[config.mk]
export PLATFORM = sky130hd
export DESIGN_NAME = ahb_cmd_master
export DESIGN_NICKNAME = d
export VERILOG_FILES = /design/src/rtl/ahb_cmd_master.sv
export SDC_FILE = /design/constraint.sdc
export NUM_CORES = 1
export LEC_CHECK = 0
export ABC_CLOCK_PERIOD_IN_PS = 3000
export CORE_MARGIN = 1
export CORE_UTILIZATION = 40
export DETAILED_ROUTE_END_ITERATION = 6
export PLACE_DENSITY = 0.67
export SLEW_MARGIN = 10
export SYNTH_ARGS = -nofsm -noshare
export SYNTH_HDL_FRONTEND = slang
export SYNTH_SLANG_ARGS = --single-unit
[constraint.sdc]
create_clock -name hclk -period 3 [get_ports hclk]
set_input_delay 0.6 -clock hclk [delete_from_list [all_inputs] [get_ports hclk]]
set_output_delay 0.6 -clock hclk [all_outputs]
set_load 0.02 [all_outputs]
[src/rtl/ahb_cmd_master.sv]
// rtl/ahb_cmd_master.sv - AHB-lite master issuing queued single-word commands as pipelined NONSEQ transfers
module ahb_cmd_master #(
    parameter int ADDR_W    = 8,
    parameter int DATA_W    = 32,
    parameter int CMD_DEPTH = 4
) (
    input  logic              hclk,
    input  logic              hreset,
    input  logic              cmd_valid,
    output logic              cmd_ready,
    input  logic              cmd_write,
    input  logic [ADDR_W-1:0] cmd_addr,
    input  logic [DATA_W-1:0] cmd_wdata,
    output logic [1:0]        htrans,
    output logic              hwrite,
    output logic [ADDR_W-1:0] haddr,
    output logic [DATA_W-1:0] hwdata,
    input  logic              hready,
    input  logic [DATA_W-1:0] hrdata,
    output logic              rsp_valid,
    output logic [DATA_W-1:0] rsp_rdata,
    output logic              busy
);
    localparam int PTR_W = $clog2(CMD_DEPTH);
    localparam int ENT_W = 1 + ADDR_W + DATA_W;
    localparam logic [PTR_W:0] FULL_CNT = (PTR_W+1)'(CMD_DEPTH);

    logic [ENT_W-1:0]  fifo_mem [CMD_DEPTH];
    logic [PTR_W-1:0]  wr_ptr;
    logic [PTR_W-1:0]  rd_ptr;
    logic [PTR_W:0]    count;
    logic              fifo_empty;
    logic              push;
    logic              pop;

    // ADDR stage is a_valid/hwrite/haddr/a_wdata; DATA stage is d_valid/d_write/hwdata.
    logic              a_valid;
    logic [DATA_W-1:0] a_wdata;
    logic              d_valid;
    logic              d_write;

    assign fifo_empty = (count == '0);
    assign cmd_ready  = (count != FULL_CNT) && !hreset;
    assign push       = cmd_valid && cmd_ready;
    assign pop        = hready && !fifo_empty;
    assign htrans     = a_valid ? 2'b10 : 2'b00;
    assign busy       = !fifo_empty || a_valid || d_valid;

    always_ff @(posedge hclk) begin
        if (push) begin
            fifo_mem[wr_ptr] <= {cmd_write, cmd_addr, cmd_wdata};
        end
    end

    always_ff @(posedge hclk) begin
        if (hreset) begin
            wr_ptr <= '0;
            rd_ptr <= '0;
            count  <= '0;
        end else begin
            if (push) begin
                wr_ptr <= wr_ptr + 1'b1;
            end
            if (pop) begin
                rd_ptr <= rd_ptr + 1'b1;
            end
            case ({push, pop})
                2'b10:   count <= count + 1'b1;
                2'b01:   count <= count - 1'b1;
                default: count <= count;
            endcase
        end
    end

    // All stages advance together on hready; a low hready freezes the whole pipeline.
    always_ff @(posedge hclk) begin
        if (hreset) begin
            a_valid   <= 1'b0;
            hwrite    <= 1'b0;
            haddr     <= '0;
            a_wdata   <= '0;
            d_valid   <= 1'b0;
            d_write   <= 1'b0;
            hwdata    <= '0;
            rsp_valid <= 1'b0;
            rsp_rdata <= '0;
        end else begin
            rsp_valid <= 1'b0;
            if (hready) begin
                d_valid <= a_valid;
                d_write <= a_valid && hwrite;
                hwdata  <= (a_valid && hwrite) ? a_wdata : '0;
                if (d_valid && !d_write) begin
                    rsp_valid <= 1'b1;
                    rsp_rdata <= hrdata;
                end
                if (fifo_empty) begin
                    a_valid <= 1'b0;
                end else begin
                    a_valid                   <= 1'b1;
                    {hwrite, haddr, a_wdata}  <= fifo_mem[rd_ptr];
                end
            end
        end
    end
endmodule

==> impl_metrics.json <==
{
  "drive_above_1_share_pct": 14.2,
  "dieArea_sq_mm": 0.0254,
  "diodes": 0,
  "power.density_mw_per_mm2": 751,
  "ant_nets": 0,
  "fin_skew_ns": 0.0245,
  "cts_setup_buffers": 0,
  "nets": 859,
  "start_util_pct": 40.8,
  "final.min_clock_period_ns": 2.56,
  "grt_pass1_wl_um": 33000,
  "synth_fp_nets": 704,
  "syn-cell-area_sq_mm": 0.00992,
  "timing.slew.headroom_pct": 21.9,
  "rsz0062_at_grt": "no",
  "fp.dieH_um": 159,
  "yosysTopAreaCell": "edfxtp_1",
  "cts_made_buffers": 28,
  "synth_edf_count": 164,
  "m1WireLength_um": 9190,
  "synth.area.top_cells": "edfxtp_1 (50%), dfxtp_1 (23%), mux4_2 (8.6%)",
  "crit_path_start_kind": "flop",
  "netlist.area_leader.share_pct": 49.6,
  "end_kind": "output port",
  "cts_tree": "done",
  "gp_congestion": 0.786,
  "async_flop_share_pct": 0,
  "yosys_warnings": 0,
  "irDropWorstVdd_mv": 0.505,
  "setup_viol": 0,
  "grt_max_degree": 46,
  "drcViolationCount": 0,
  "boundaryPins": 155,
  "path_cells": "nor3_1, nand2_1, clkdlybuf4s50_1",
  "ys_seq_area_share_pct": 73.1,
  "core-area_sq_mm": 0.0243,
  "wl_um": 20700,
  "crit_fanout": 6,
  "yosysUniqueCellTypes": 37,
  "multi_input_area_sq_mm": 0.00242,
  "critical_path_class": "reg2out",
  "antenna_found_initial": 0,
  "met3WireLength_um": 1170,
  "ctsHtreeMaxLevel": 1,
  "synth_area_per_cell_sq_um": 16.0,
  "worstSkewPairLatency_ns": 0.55,
  "holdBufCountCts": 0,
  "worst_slew_pin_slew_ns": 1.17,
  "leakage_nw": 4.24,
  "ff_latch_area_sq_mm": 0.00725,
  "dp_hpwl_um": 12600,
  "crit_required_ns": 2.40,
  "drtIter0Drc": 448,
  "row_count": 57,
  "grt_overflow_total": 0,
  "slowest_stage": "clkdlybuf4s50_1",
  "area_delta_synth_final_pct": 29.0,
  "cap_violations": 0,
  "syn-instance-count": 621,
  "fillers": 1964,
  "maxSlewViolCount": 0,
  "hp-class": "in2reg",
  "cts_resized": 0,
  "status": "finished clean",
  "synth_seq_cells": 280,
  "top_layer_used": "met4",
  "portBuffers": 153,
  "synth_flop_cell": "edfxtp_1",
  "place_inst": 1070,
  "hold_viol": 0,
  "cp_slowest_stage_delay_ns": 0.56,
  "cts-root-buf": "clkbuf_16",
  "cts_sinks": 280,
  "dr_wl_met2_um": 10000,
  "gr-usage-all-layers_pct": 16.6,
  "grt_pass1_vias": 5889,
  "fmax_mhz": 391,
  "clkTransAtPathRegs_ns": 0.06,
  "tns_ns": 0,
  "finalCritPeriodShare_pct": 85.3,
  "die_x_um": 159,
  "wire_per_inst_um": 18.4,
  "vias_per_cell": 5.06,
  "clk_path_buf_depth": 3,
  "final_cells": 1122,
  "firstDrtPassIters": 4,
  "cp_data_arrival_time_ns": 1.96,
  "vias": 5675
}
[registers in the layout, summed over array words and instances (netlist names), 2 cells and up]
name,flops
fifo_mem,164
a_wdata,32
hwdata,32
rsp_rdata,32
haddr,8
count,3
rd_ptr,2
wr_ptr,2
[metrics by stage]
stage                     total power, W  utilization, %  setup slack [ns]  hold slack, ns  area [sq um]
after global routing              0.0100            52.6             0.301           0.366         12800
after detailed placement         0.00624            48.7             0.409           0.446         11800
after floorplan                  0.00571               -             0.457           0.443          9920
final                            0.00961            52.6             0.440           0.356         12800
after CTS                        0.00973            52.6             0.393           0.346         12800
after global placement           0.00622            48.7             0.436           0.441         11800
[logic make-up (layout without fill, tap and decap cells)]
group,Yosys count,after routing,synth area share (%)
buffers and inverters,51,228,2.75
flip-flops,280,280,73.1
adder cells (fa/ha/maj),6,6,0.833
multiplexers,44,44,9.74
XOR/XNOR,4,4,0.353
AND/OR/NAND/NOR,123,123,5.15
other,1,1,0.0378
AO/OA/AOI/OAI,112,112,8.09
[synth_stat cells, types with 2 or more instances]
master	number
mux2i_1	2
and2_1	4
edfxtp_1	164
a22oi_1	32
inv_1	6
buf_6	5
xor2_1	3
nand2_1	65
dfxtp_1	116
buf_2	17
mux4_2	38
a22o_1	41
nor2_1	44
ha_1	5
a21oi_1	36
mux4_1	3
buf_4	6
clkbuf_1	13
buf_1	3
[power by group]
part / internal [W] / leakage (nW) / switching (W)
clock: 0.00207 / 0.476 / 0.00141
combinational: 0.000795 / 1.33 / 0.000654
sequential: 0.00441 / 2.43 / 0.000276
total: 0.00727 / 4.24 / 0.00234
[path summary, 6_finish.rpt]
kind,endpoint,from,slack [ns],cells past startpoint
hold reg to reg,rsp_rdata[23]$_SDFFE_PP0P_,rsp_rdata[23]$_SDFFE_PP0P_,0.45,2
hold / removal,hwdata[17]$_SDFFE_PP0P_,hreset,0.36,2
setup reg to reg,count[2]$_SDFFE_PP0P_,count[2]$_SDFFE_PP0P_,0.84,9
setup / recovery,busy,count[0]$_SDFFE_PP0P_,0.44,3
[worst max-delay path, delay by kind of cell (launching register included)]
| kind | cells | cell delay [ns] |
|---|---|---|
| and+or+nand+nor | 2 | 0.51 |
| buffers and inverters | 1 | 0.56 |
| DFF | 1 | 0.36 |
[per-layer routing]
metal | vias up | GRT usage [%]
met5 | - | 0
met4 | 0 | 3.58
met3 | 30 | 3.07
met2 | 180 | 28.2
met1 | 2807 | 22.0
li1 | 2658 | -
[placed cells by master, fill, tap and decap left out, drive strengths merged, types with 2 or more instances in the layout]
cell type | synthesis | final
clkinv | 0 | 9
mux2i | 2 | 2
a21oi | 36 | 36
clkdlybuf4s50 | 0 | 152
a22oi | 32 | 32
and2 | 4 | 4
mux4 | 41 | 41
nor2 | 45 | 45
nand2 | 65 | 65
a22o | 41 | 41
dfxtp | 116 | 116
inv | 7 | 7
nor3b | 2 | 2
xor2 | 3 | 3
clkbuf | 13 | 42
edfxtp | 164 | 164
buf | 31 | 17
ha | 5 | 5
nor3 | 2 | 2
[area by class of cell]
class                   count  share of cell area (%)
repair buffers            169                    13.6
clock inverters            10                   0.763
clock buffers              42                    6.71
multi-input cells         290                    18.9
flip-flops and latches    280                    56.7
well taps                 324                    3.17
inverters                   7                   0.205
Power figures use the tool's default switching activity.
